[src/rtl/dcache_writeline_arbiter.sv]
// dcache_writeline_arbiter: round-robin share of the Avalon burst-write master between
// dirty-line eviction (0) and the WBINVD flush walk (1), serialising a 128-bit line into 4 beats.
module dcache_writeline_arbiter (
    input  logic         clk,
    input  logic         rst_n,
    input  logic         evict_do,
    input  logic [31:0]  evict_address,
    input  logic [127:0] evict_line,
    output logic         evict_done,
    input  logic         wbinvd_do,
    input  logic [31:0]  wbinvd_address,
    input  logic [127:0] wbinvd_line,
    output logic         wbinvd_done,
    output logic [29:0]  avm_address,
    output logic [31:0]  avm_writedata,
    output logic [3:0]   avm_byteenable,
    output logic [2:0]   avm_burstcount,
    output logic         avm_write,
    input  logic         avm_waitrequest,
    output logic         busy
);
    typedef enum logic {IDLE, BURST} state_e;
    state_e state_q, state_d;
    logic [1:0] beat_q, beat_d;
    logic grant_q, grant_d, last_q, last_d;
    logic [27:0] addr_q, addr_d;
    logic [127:0] line_q, line_d;
    logic accept, final_beat;
    logic unused_addr_lsbs;
    assign unused_addr_lsbs = ^{evict_address[3:0], wbinvd_address[3:0]};
    assign busy = (state_q == BURST);
    assign accept = busy && !avm_waitrequest;
    assign final_beat = accept && (beat_q == 2'd3);
    assign evict_done = final_beat && !grant_q;
    assign wbinvd_done = final_beat && grant_q;
    assign avm_write = busy;
    assign avm_address = busy ? {addr_q, 2'b00} : 30'd0;
    assign avm_writedata = busy ? line_q[{beat_q, 5'd0} +: 32] : 32'd0;
    assign avm_byteenable = 4'hF;
    assign avm_burstcount = 3'd4;
    always_comb begin
        state_d = state_q;
        beat_d = beat_q;
        grant_d = grant_q;
        last_d = last_q;
        addr_d = addr_q;
        line_d = line_q;
        if (state_q == IDLE && (evict_do || wbinvd_do)) begin
            // on a tie the requester that did not win last time goes next
            grant_d = (evict_do && wbinvd_do) ? !last_q : wbinvd_do;
            last_d = grant_d;
            addr_d = grant_d ? wbinvd_address[31:4] : evict_address[31:4];
            line_d = grant_d ? wbinvd_line : evict_line;
            beat_d = 2'd0;
            state_d = BURST;
        end else if (accept) begin
            beat_d = beat_q + 2'd1;
            state_d = final_beat ? IDLE : BURST;
        end
    end
    always_ff @(posedge clk or negedge rst_n) begin
        if (!rst_n) begin
            state_q <= IDLE;
            beat_q <= 2'd0;
            grant_q <= 1'b0;
            last_q <= 1'b1;
            addr_q <= 28'd0;
            line_q <= 128'd0;
        end else begin
            state_q <= state_d;
            beat_q <= beat_d;
            grant_q <= grant_d;
            last_q <= last_d;
            addr_q <= addr_d;
            line_q <= line_d;
        end
    end
endmodule

[config.mk]
export PLATFORM = sky130hd
export DESIGN_NAME = dcache_writeline_arbiter
export DESIGN_NICKNAME = d
export VERILOG_FILES = /design/src/rtl/dcache_writeline_arbiter.sv
export SDC_FILE = /design/constraint.sdc
export NUM_CORES = 1
export LEC_CHECK = 0
export BUFFER_PORTS_ARGS = -buffer_cell sky130_fd_sc_hd__buf_2
export CAP_MARGIN = 20
export CORE_AREA = 2 2 153 155
export DETAILED_ROUTE_END_ITERATION = 6
export DIE_AREA = 0 0 155 157
export PLACE_DENSITY = 0.7
export SYNTH_ARGS = -nofsm -noshare
export SYNTH_HDL_FRONTEND = slang
export SYNTH_SLANG_ARGS = --single-unit
[constraint.sdc]
create_clock -name clk -period 1.6 [get_ports clk]
set_input_delay 0.24 -clock clk [delete_from_list [all_inputs] [get_ports clk]]
set_output_delay 0.24 -clock clk [all_outputs]
set_load 0.01 [all_outputs]
==> run metrics, run 1 <==
critical path's top delay family multiplexers; most numerous cell in the Yosys netlist a21oi_1; ranking of synthesized cells by area dfrtp_1 47%, a21oi_1 18%, nand2_1 7.0%, nor2_1 6.9%, mux4_2 5.8%; Clk pwr share 0.150; ANT nets after route 0; required time of the worst setup path 1.36 ns; Synth Area in XOR/XNOR 0; initial antenna violation count 2; Synth cell types 26; CP Launch Point beat_q[0]; internal power 16.2 mW; Post-Synth Simple-Gate Area 0.184; Crit-path slowest cell mux4_2; r2r setup slk 0.05 ns; average wire per standard cell 18.9 um; Peak Freq 464 MHz; worst flop-to-flop path endpoint line_q[109]; asr flop ratio synth 1.00; critical path fanouts, max 8; status finished, violations left; Die Y 157 um; crit path capture type output port; Detailed Place HPWL 20600 um; worst skew pair latency 0.42 ns; fill count 2033; Switch Pwr 9.10 mW; Fin Hold WS 0.0414 ns; CTS tree built; PortBufs 380; Main synth FF type dfrtp_1; min-delay src evict_line[99]; Final Setup Violations 64; post-route worst setup slack -0.556 ns; IR drop worst, VDD 0.00101 V; Critical Path AT 1.92 ns; CTS Buf Count 17; post-synthesis sequential area ratio 0.469; top cell type's share of synthesized area 0.466; # IOs 398; fin nets 1713; CORE AREA 22500 um2; # H-tree levels 4; Multi-input gate area 4190 um2; Clk pin slew, worst setup/hold paths 0.07 ns; GP Congestion 0.919; number of max-cap violations 0; crit path time final 2.16 ns; drc violations 0; switching fraction of total power 0.360; synthesized area 8590 um2; die area 24300 um2; Warnings, synthesis 0; worst hold endpoint line_q[99]; Post-Place Worst Slack -0.160 ns; total power 25.3 mW; DRT Wirelength 31900 um; CP Cell Sequence buf_6, clkbuf_16, mux4_2, and2_1, buf_2; critical path depth 5; largest family of logic cells by synthesized area compound AO/OA/AOI/OAI gates; Reg2Reg Depth 6; post-synthesis mux area share 0.0894; diode count 0; Core Util, Final 0.562; Layout Cells excl Fill 1685; Synth Register Bits 161; failing checks setup timing; Cell Area, Placed 11000 um2; initial DRC count 688; power share of the combinational group 0.553; Fin. Hold Viols 0; adder-cell area share of the yosys netlist 0.00146; kind of critical path flip-flop to output port; synthesis-to-finish area growth 47.2%; CTS Sinks 161; largest net degree at the start of global routing 71; GRT overflow 0; complex-gate fraction of the synthesized area 0.190; final instance area 12600 um2; register area 4030 um2; RSZ-0062 raised after global routing yes; fraction of layout cells with a size suffix above 1 0.421; GRT Util Overall 0.242; WHS Path Cells 3; Initial Util 0.382; root buffer cell clkbuf_16; Via-to-Cell Ratio 5.22; die width 155 um; syn_area_per_cell 8.66 um2; CP max stage delay 0.49 ns; Reg power frac 0.296; final clock period utilization by the worst path 1.35; crit path launch type flip-flop; first-pass GRT wire length 45600 um; post-synth top area cell dfrtp_1; max-slew violation count 0; synthesized instance count 992; # rows 55; via count 8803; clk buf depth 2; DRT Pass-1 Iters 5; vias in the first global route 8589; placed cell count 1614; P_leak 6.12 nW; Critical path buffers and inverters 3; Pwr per Cell Area 2000 nW/um2; Setup TNS -20.00 ns; worst r2r src avm_write; Clock Skews 0.00984 ns; Worst Hold Class input port to flip-flop; Post-synth EDFFs 0; Post-synth top cells 313 x a21oi_1, 161 x nand2_1, 160 x dfrtp_1
==> how the worst max path moves through the flow <==
stage,endpoint,slack (ns)
6_report,avm_writedata[25],-0.56
5_1_grt,avm_writedata[31],-0.61
4_1_cts,avm_writedata[21],-0.58
3_5_place_dp,avm_writedata[2],-0.16
3_3_place_gp,avm_writedata[2],-0.13
2_1_floorplan,avm_writedata[10],0.02
==> sequential cells by signal, summed over array words and instances, names as in the netlist <==
register   flops
beat_q         2
grant_q        1
addr_q        28
avm_write      1
line_q       128
last_q         1
==> metal layers <==
layer | track usage | wire (um) | part of all wire | vias up
met5 | 0 | 11 | 0.00034 | -
met4 | 0.0842 | 951 | 0.030 | 2
met2 | 0.424 | 16000 | 0.50 | 403
met1 | 0.301 | 12900 | 0.40 | 4208
met3 | 0.0438 | 2000 | 0.063 | 62
li1 | - | - | - | 4128
==> area by class of cell <==
type,count,share of cell area
Inverter,1,0.000297
Multi-Input combinational cell,744,0.332
Timing Repair Buffer,462,0.278
Tap cell,285,0.0282
Clock inverter,12,0.00792
Sequential cell,161,0.319
Clock buffer,20,0.0345
==> worst reg2reg max path: cells and delay by family, from the launching register on <==
family	cells	cell delay, ns
buf+inv	3	0.54
compound gates	3	0.47
flops	1	0.43
==> cell usage in the layout (no fill, tap or decap), types with 2 or more instances in the layout <==
cell type,Yosys,final
clkbuf_1,15,3
dfrtp_1,160,157
nor2_1,157,157
and2_4,0,52
buf_2,49,324
a21oi_2,0,5
dfrtp_2,0,3
and2_1,60,8
buf_16,0,6
buf_12,2,27
clkbuf_16,0,25
inv_6,0,4
buf_8,0,3
mux4_2,22,31
conb_1,2,9
clkinvlp_4,0,6
o21ai_0,2,2
a21oi_1,313,308
buf_4,25,29
buf_6,2,64
nand2_1,161,160
==> power by group through the flow <==
| stage | Sequential (mW) | Combinational (mW) | Clock (mW) |
|---|---|---|---|
| after global routing | 7.71 | 15.1 | 4.09 |
| after global placement | 7.40 | 10.0 | 0 |
| final | 7.49 | 14.0 | 3.80 |
| after detailed placement | 7.47 | 10.2 | 0 |
| after floorplan | 6.90 | 6.93 | 0 |
| after CTS | 7.43 | 12.5 | 3.88 |
==> kinds of logic (layout without fill, tap and decap cells) <==
group	count (synthesis)	count (layout)
compound gates	321	321
fa+ha+maj	1	1
buf+inv	94	495
flops	161	161
mux	33	33
other cells	2	9
simple gates	380	380
==> repair_timing <==
action                                  in CTS  in global routing
endpoints found under the hold margin       33                  0
pin swaps                                   17                 14
gates resized for setup                     96                 69
gates cloned                                 8                  9
buffers inserted                             7                 21
hold buffers                                 1                  0
endpoints found under the setup margin      64                126
(Power assumes the default switching activity.)
==> inputs of run 2 (changes only) <==
--- a/config.mk
+++ b/config.mk
@@ -5,12 +5,13 @@
 export SDC_FILE = /design/constraint.sdc
 export NUM_CORES = 1
 export LEC_CHECK = 0
+export ABC_AREA = 1
 export BUFFER_PORTS_ARGS = -buffer_cell sky130_fd_sc_hd__buf_2
 export CAP_MARGIN = 20
-export CORE_AREA = 2 2 153 155
+export CORE_MARGIN = 2
+export CORE_UTILIZATION = 46
 export DETAILED_ROUTE_END_ITERATION = 6
-export DIE_AREA = 0 0 155 157
-export PLACE_DENSITY = 0.7
+export PLACE_DENSITY = 0.78
 export SYNTH_ARGS = -nofsm -noshare
 export SYNTH_HDL_FRONTEND = slang
 export SYNTH_SLANG_ARGS = --single-unit
==> run 2 against run 1 <==
  * Clock power rose by 6.8%
  * Critical path type unchanged
  * The run still ends with setup timing left
  * Routed wire length up 12%
  * Sequential share of layout area fell by 3.5 points
  * Critical endpoint unchanged
  * Via count up 30%
  * Synthesized cell count up 67%
  * Maximum frequency grew 8.8%
  * Register-to-register slack better by 0.04 ns
  * Synthesized area rose by 25%
  * Total power shrank 1.8%
==> run metrics, run 2 <==
Final Setup Violations 62; max-slew violation count 0; critical path fanouts, max 8; top flop regs line_q x128, addr_q x28, beat_q x2; Synth cell types 18; clk buf depth 2; Clock Skews 0.0119 ns; Post-Place Worst Slack 0.0126 ns; RSZ-0062 raised after global routing yes; Main synth FF type dfrtp_1; leading cell types in the layout, fill and taps excluded 618 x nand2_1, 375 x buf_2, 309 x inv_1, 184 x nand3_1, 158 x dfrtp_1; final clock period utilization by the worst path 1.24; total power 24.8 mW; final instance area 14200 um2; via count 11400; Layout Cells excl Fill 2311; IR drop worst, VDD 0.00103 V; GP Congestion 0.939; root buffer cell clkbuf_16; die width 157 um; fill count 2069; Critical Path AT 1.74 ns; drc violations 0; gr busiest metal met2; Via-to-Cell Ratio 4.93; Fin Hold WS 0.0780 ns; die area 24600 um2; initial antenna violation count 1; post-synthesis sequential area ratio 0.375; Die Y 157 um; register area 4030 um2; crit path capture type output port; Post-synth top cells 648 x nand2_1, 310 x inv_1, 221 x nand3_1; Multi-input gate area 5390 um2; GRT Util Overall 0.279; DRT Wirelength 35700 um; Clk pin slew, worst setup/hold paths 0.07 ns; syn_area_per_cell 6.48 um2; fin nets 2311; Peak Freq 504 MHz; average wire per standard cell 15.5 um; Cell Area, Placed 12900 um2; status finished, violations left; most flop-heavy register line_q; Worst Hold Class input port to flip-flop; Pwr per Cell Area 1750 nW/um2; most numerous cell in the Yosys netlist nand2_1; initial DRC count 968; placed cell count 2268; # IOs 398; post-synth top area cell dfrtp_1; M1 GR Usage 0.371; Initial Util 0.472; failing checks setup timing; post-route worst setup slack -0.383 ns; ranking of synthesized cells by area dfrtp_1 37%, nand2_1 23%, inv_1 11%, nand3b_1 10%, nand3_1 10%; commonest non-fill, non-tap cell in the layout nand2_1; top cell type's share of synthesized area 0.373; grt met2 use 0.463; Largest register FFs 128; number of max-cap violations 0; CORE AREA 22800 um2; ANT nets after route 0; worst skew pair latency 0.44 ns; kind of critical path flip-flop to output port; diode count 0; Core Util, Final 0.623; CTS tree built; Post-synth EDFFs 0; # H-tree levels 4; synthesized instance count 1657; PortBufs 380; vias in the first global route 10400; Fin. Hold Viols 0; CTS Sinks 161; Warnings, synthesis 0; crit path launch type flip-flop; Setup TNS -11.55 ns; synthesis-to-finish area growth 32.2%; Detailed Place HPWL 25700 um; DRT Pass-1 Iters 5; synthesized area 10700 um2; P_leak 8.48 nW; Synth Register Bits 161; asr flop ratio synth 1.00; first-pass GRT wire length 53300 um; GRT overflow 0; crit path time final 1.98 ns; CTS Buf Count 17; required time of the worst setup path 1.36 ns; fraction of layout cells with a size suffix above 1 0.281; largest net degree at the start of global routing 84; met3 usage 0.0446; # rows 55
[run 2: changes by cell type after synthesis, sizes merged, moves of 2 or more]
cell	previous run	this run
nand3	0	221
nand2	161	648
buf	78	98
clkbuf	15	25
nor2	157	5
a21oi	313	32
mux4	32	0
and2	60	0
o21ai	2	4
nand3b	0	149
inv	1	311
[run 2: area by class of cell]
class                      instances  area share
multi-input combinational       1069       0.380
sequential                       161       0.284
timing repair buffer             425       0.185
inverter                         311      0.0827
clock buffer                      17      0.0300
tap                              313      0.0276
clock inverter                    15      0.0114
[run 2: path summary, 6_finish.rpt]
| path | start | to | slack [ns] | cells past startpoint |
|---|---|---|---|---|
| max in group asynchronous | rst_n | last_q | 0.86 | 3 |
| setup reg to reg | last_q | line_q[50] | 0.09 | 6 |
| hold reg to reg | line_q[94] | line_q[94] | 0.48 | 2 |
| hold / removal | evict_address[31] | addr_q[27] | 0.08 | 5 |
| setup / recovery | beat_q[0] | avm_writedata[25] | -0.38 | 6 |
| min in group asynchronous | rst_n | line_q[42] | 0.20 | 2 |
[run 2: metal layers]
metal / routed length (um) / share of wire
met3: 2250 / 0.063
met2: 17200 / 0.48
met5: 13 / 0.00036
met1: 15200 / 0.43
met4: 1040 / 0.029
[run 2: critical path, cell delays in order, from the launching register on]
cell,delay (ns)
dfrtp_2,0.48
inv_8,0.10
clkbuf_16,0.19
nand2_1,0.06
nand3_1,0.10
a21oi_2,0.21
buf_2,0.16
[run 2: logic make-up (layout without fill, tap and decap cells)]
logic type,after synthesis,count (layout),share of synthesized area
buf+inv,434,768,0.170
flops,161,161,0.375
fa+ha+maj,1,1,0.00116
compound gates,36,36,0.0171
other cells,2,9,0.000699
simple gates,1023,1023,0.436
[run 2: power by group]
| group | switching [mW] | leakage (nW) | internal, mW |
|---|---|---|---|
| Clock | 1.96 | 0.284 | 2.10 |
| Combinational | 8.14 | 6.23 | 5.29 |
| Sequential | 1.25 | 1.97 | 6.08 |
[run 2: repair_timing]
item,4_1_cts,5_1_grt
hold buffers,1,0
hold endpoints to repair,160,0
gates resized for setup,36,93
cloned,1,7
setup endpoints to repair,64,61
buffers inserted,0,2
pin swaps,8,19
==> inputs of run 3 (changes only) <==
--- a/config.mk
+++ b/config.mk
@@ -12,6 +12,7 @@
 export CORE_UTILIZATION = 46
 export DETAILED_ROUTE_END_ITERATION = 6
 export PLACE_DENSITY = 0.78
+export RECOVER_POWER = 100
 export SYNTH_ARGS = -nofsm -noshare
 export SYNTH_HDL_FRONTEND = slang
 export SYNTH_SLANG_ARGS = --single-unit
==> run 3 against run 2 <==
  * Critical path type unchanged
  * Critical path depth stayed put
  * Hold slack gained 0.0029 ns
  * First-iteration DRC count fell by 3.2%
  * Sequential share of layout area increased by 0.14 points
  * Cell area is 0.48% lower
  * Total power decreased by 0.30%
  * Count of clock-buffer cells in the layout unchanged
  * The flow still finishes with violations (setup timing)
  * Non-clock buffer count unchanged
  * Core utilization down 0.30 points
==> run metrics, run 3 (same netlist as run 2, synthesis figures left out) <==
number of max-cap violations 0; crit path capture type output port; leading cell types in the layout, fill and taps excluded 618 x nand2_1, 374 x buf_2, 309 x inv_1, 184 x nand3_1, 158 x dfrtp_1; final clock period utilization by the worst path 1.25; initial DRC count 937; max-slew violation count 0; WHS Path Cells 5; Clock Skews 0.0102 ns; root buffer cell clkbuf_16; post-route worst setup slack -0.395 ns; grt met2 use 0.463; PortBufs 380; largest net degree at the start of global routing 84; Worst-Margin Slew 0.716 ns; Initial Util 0.472; top flop regs line_q x128, addr_q x28, beat_q x2; # IOs 398; # H-tree levels 4; vias in the first global route 10400; crit path launch type flip-flop; initial antenna violation count 1; worst hold endpoint addr_q[27]; fraction of layout cells with a size suffix above 1 0.280; RSZ-0062 raised after global routing yes; status finished, violations left; P_leak 8.46 nW; Reg2Reg Depth 5; # rows 55; Detailed Place HPWL 25700 um; GP Congestion 0.939; ANT nets after route 0; Rel. slew slack 0.523; CTS Buf Count 17; Via-to-Cell Ratio 4.92; CORE AREA 22800 um2; r2r setup slk -0.01 ns; Cell Area, Placed 12900 um2; Critical path buffers and inverters 3; Die Y 157 um; worst flop-to-flop path endpoint beat_q[1]; clk buf depth 2; final instance area 14100 um2; DRT Wirelength 35700 um; CTS Sinks 161; kind of critical path flip-flop to output port; CTS tree built; synthesis-to-finish area growth 31.6%; most flop-heavy register line_q; Clk pin slew, worst setup/hold paths 0.07 ns; Pwr per Cell Area 1750 nW/um2; CP Cell Sequence inv_8, clkbuf_16, nand2_1, nand3_1, a21oi_2, buf_2; die area 24600 um2; min-delay src evict_address[31]; Largest register FFs 128; DRT Pass-1 Iters 5; Crit-path slowest cell dfrtp_2; Core Util, Final 0.620; failing checks setup timing; Critical Path AT 1.75 ns; CP max stage delay 0.48 ns; drc violations 0; Worst Hold Class input port to flip-flop; Peak Freq 501 MHz; worst r2r src avm_write; critical path fanouts, max 8; die width 157 um; met3 usage 0.0446; Fin. Hold Viols 0; fin nets 2311; critical path's top delay family flip-flops; commonest non-fill, non-tap cell in the layout nand2_1; GRT overflow 0; GRT Util Overall 0.279; Final Setup Violations 65; required time of the worst setup path 1.36 ns; first-pass GRT wire length 53300 um; worst skew pair latency 0.44 ns; M1 GR Usage 0.371; IR drop worst, VDD 0.00103 V; gr busiest metal met2; average wire per standard cell 15.4 um; via count 11400; crit path time final 1.99 ns
==> run 3: how the worst max path moves through the flow <==
stage	startpoint	end	slack, ns	cells after the start
after floorplan	beat_q[1]	avm_writedata[10]	0.24	5
after global placement	beat_q[0]	avm_writedata[8]	0.01	6
after detailed placement	beat_q[0]	avm_writedata[22]	0.01	7
after CTS	beat_q[0]	avm_writedata[2]	-0.37	7
after global routing	beat_q[0]	avm_writedata[25]	-0.43	6
final	beat_q[0]	avm_writedata[25]	-0.39	6
==> run 3: per-layer routing <==
metal	up-vias	wire (um)
met4	2	1030
met1	5212	15300
met2	464	17200
met3	62	2180
li1	5638	-
met5	-	13
==> run 3: stage by stage <==
stage	worst slack (ns)	hold WS, ns	setup TNS (ns)	std cells	total power [mW]
after floorplan	0.238	-0.0556	0	1664	14.2
after global placement	0.0147	0.0679	0	2268	18.5
after detailed placement	0.0126	0.0712	0	2268	18.7
after CTS	-0.374	0.0660	-11.26	2302	23.3
after global routing	-0.434	0.0953	-18.84	2311	26.5
final	-0.395	0.0809	-11.67	2312	24.7
==> run 3: worst register-to-register path: stages (launching register included) <==
cell and delay (ns):
dfrtp_2 0.39, inv_2 0.07, o21ai_1 0.23, clkbuf_4 0.56, nand2_1 0.12, o21ai_0 0.16
==> run 3: cell type report <==
class	count	area, um2
Fill cell	2078	8640
Multi-Input combinational cell	1069	5380
Sequential cell	161	4030
Timing Repair Buffer	425	2570
Inverter	311	1170
Clock buffer	17	425
Tap cell	313	392
Clock inverter	15	161
Antenna cell	1	2.50
==> run 3: where the power goes <==
group          leakage, nW  switching, mW  internal [mW]  total [mW]
clock                0.284           1.96           2.10        4.06
sequential            1.97           1.25           6.08        7.32
combinational         6.21           8.12           5.24        13.4
total                 8.46           11.3           13.4        24.7
==> run 3: timing repair <==
item | 4_1_cts | 5_1_grt
pin swaps | 8 | 19
buffers inserted | 0 | 2
cloned | 1 | 7
hold buffers | 1 | 0
gates resized for setup | 36 | 93
hold endpoints to repair | 160 | 0
setup endpoints to repair | 64 | 61
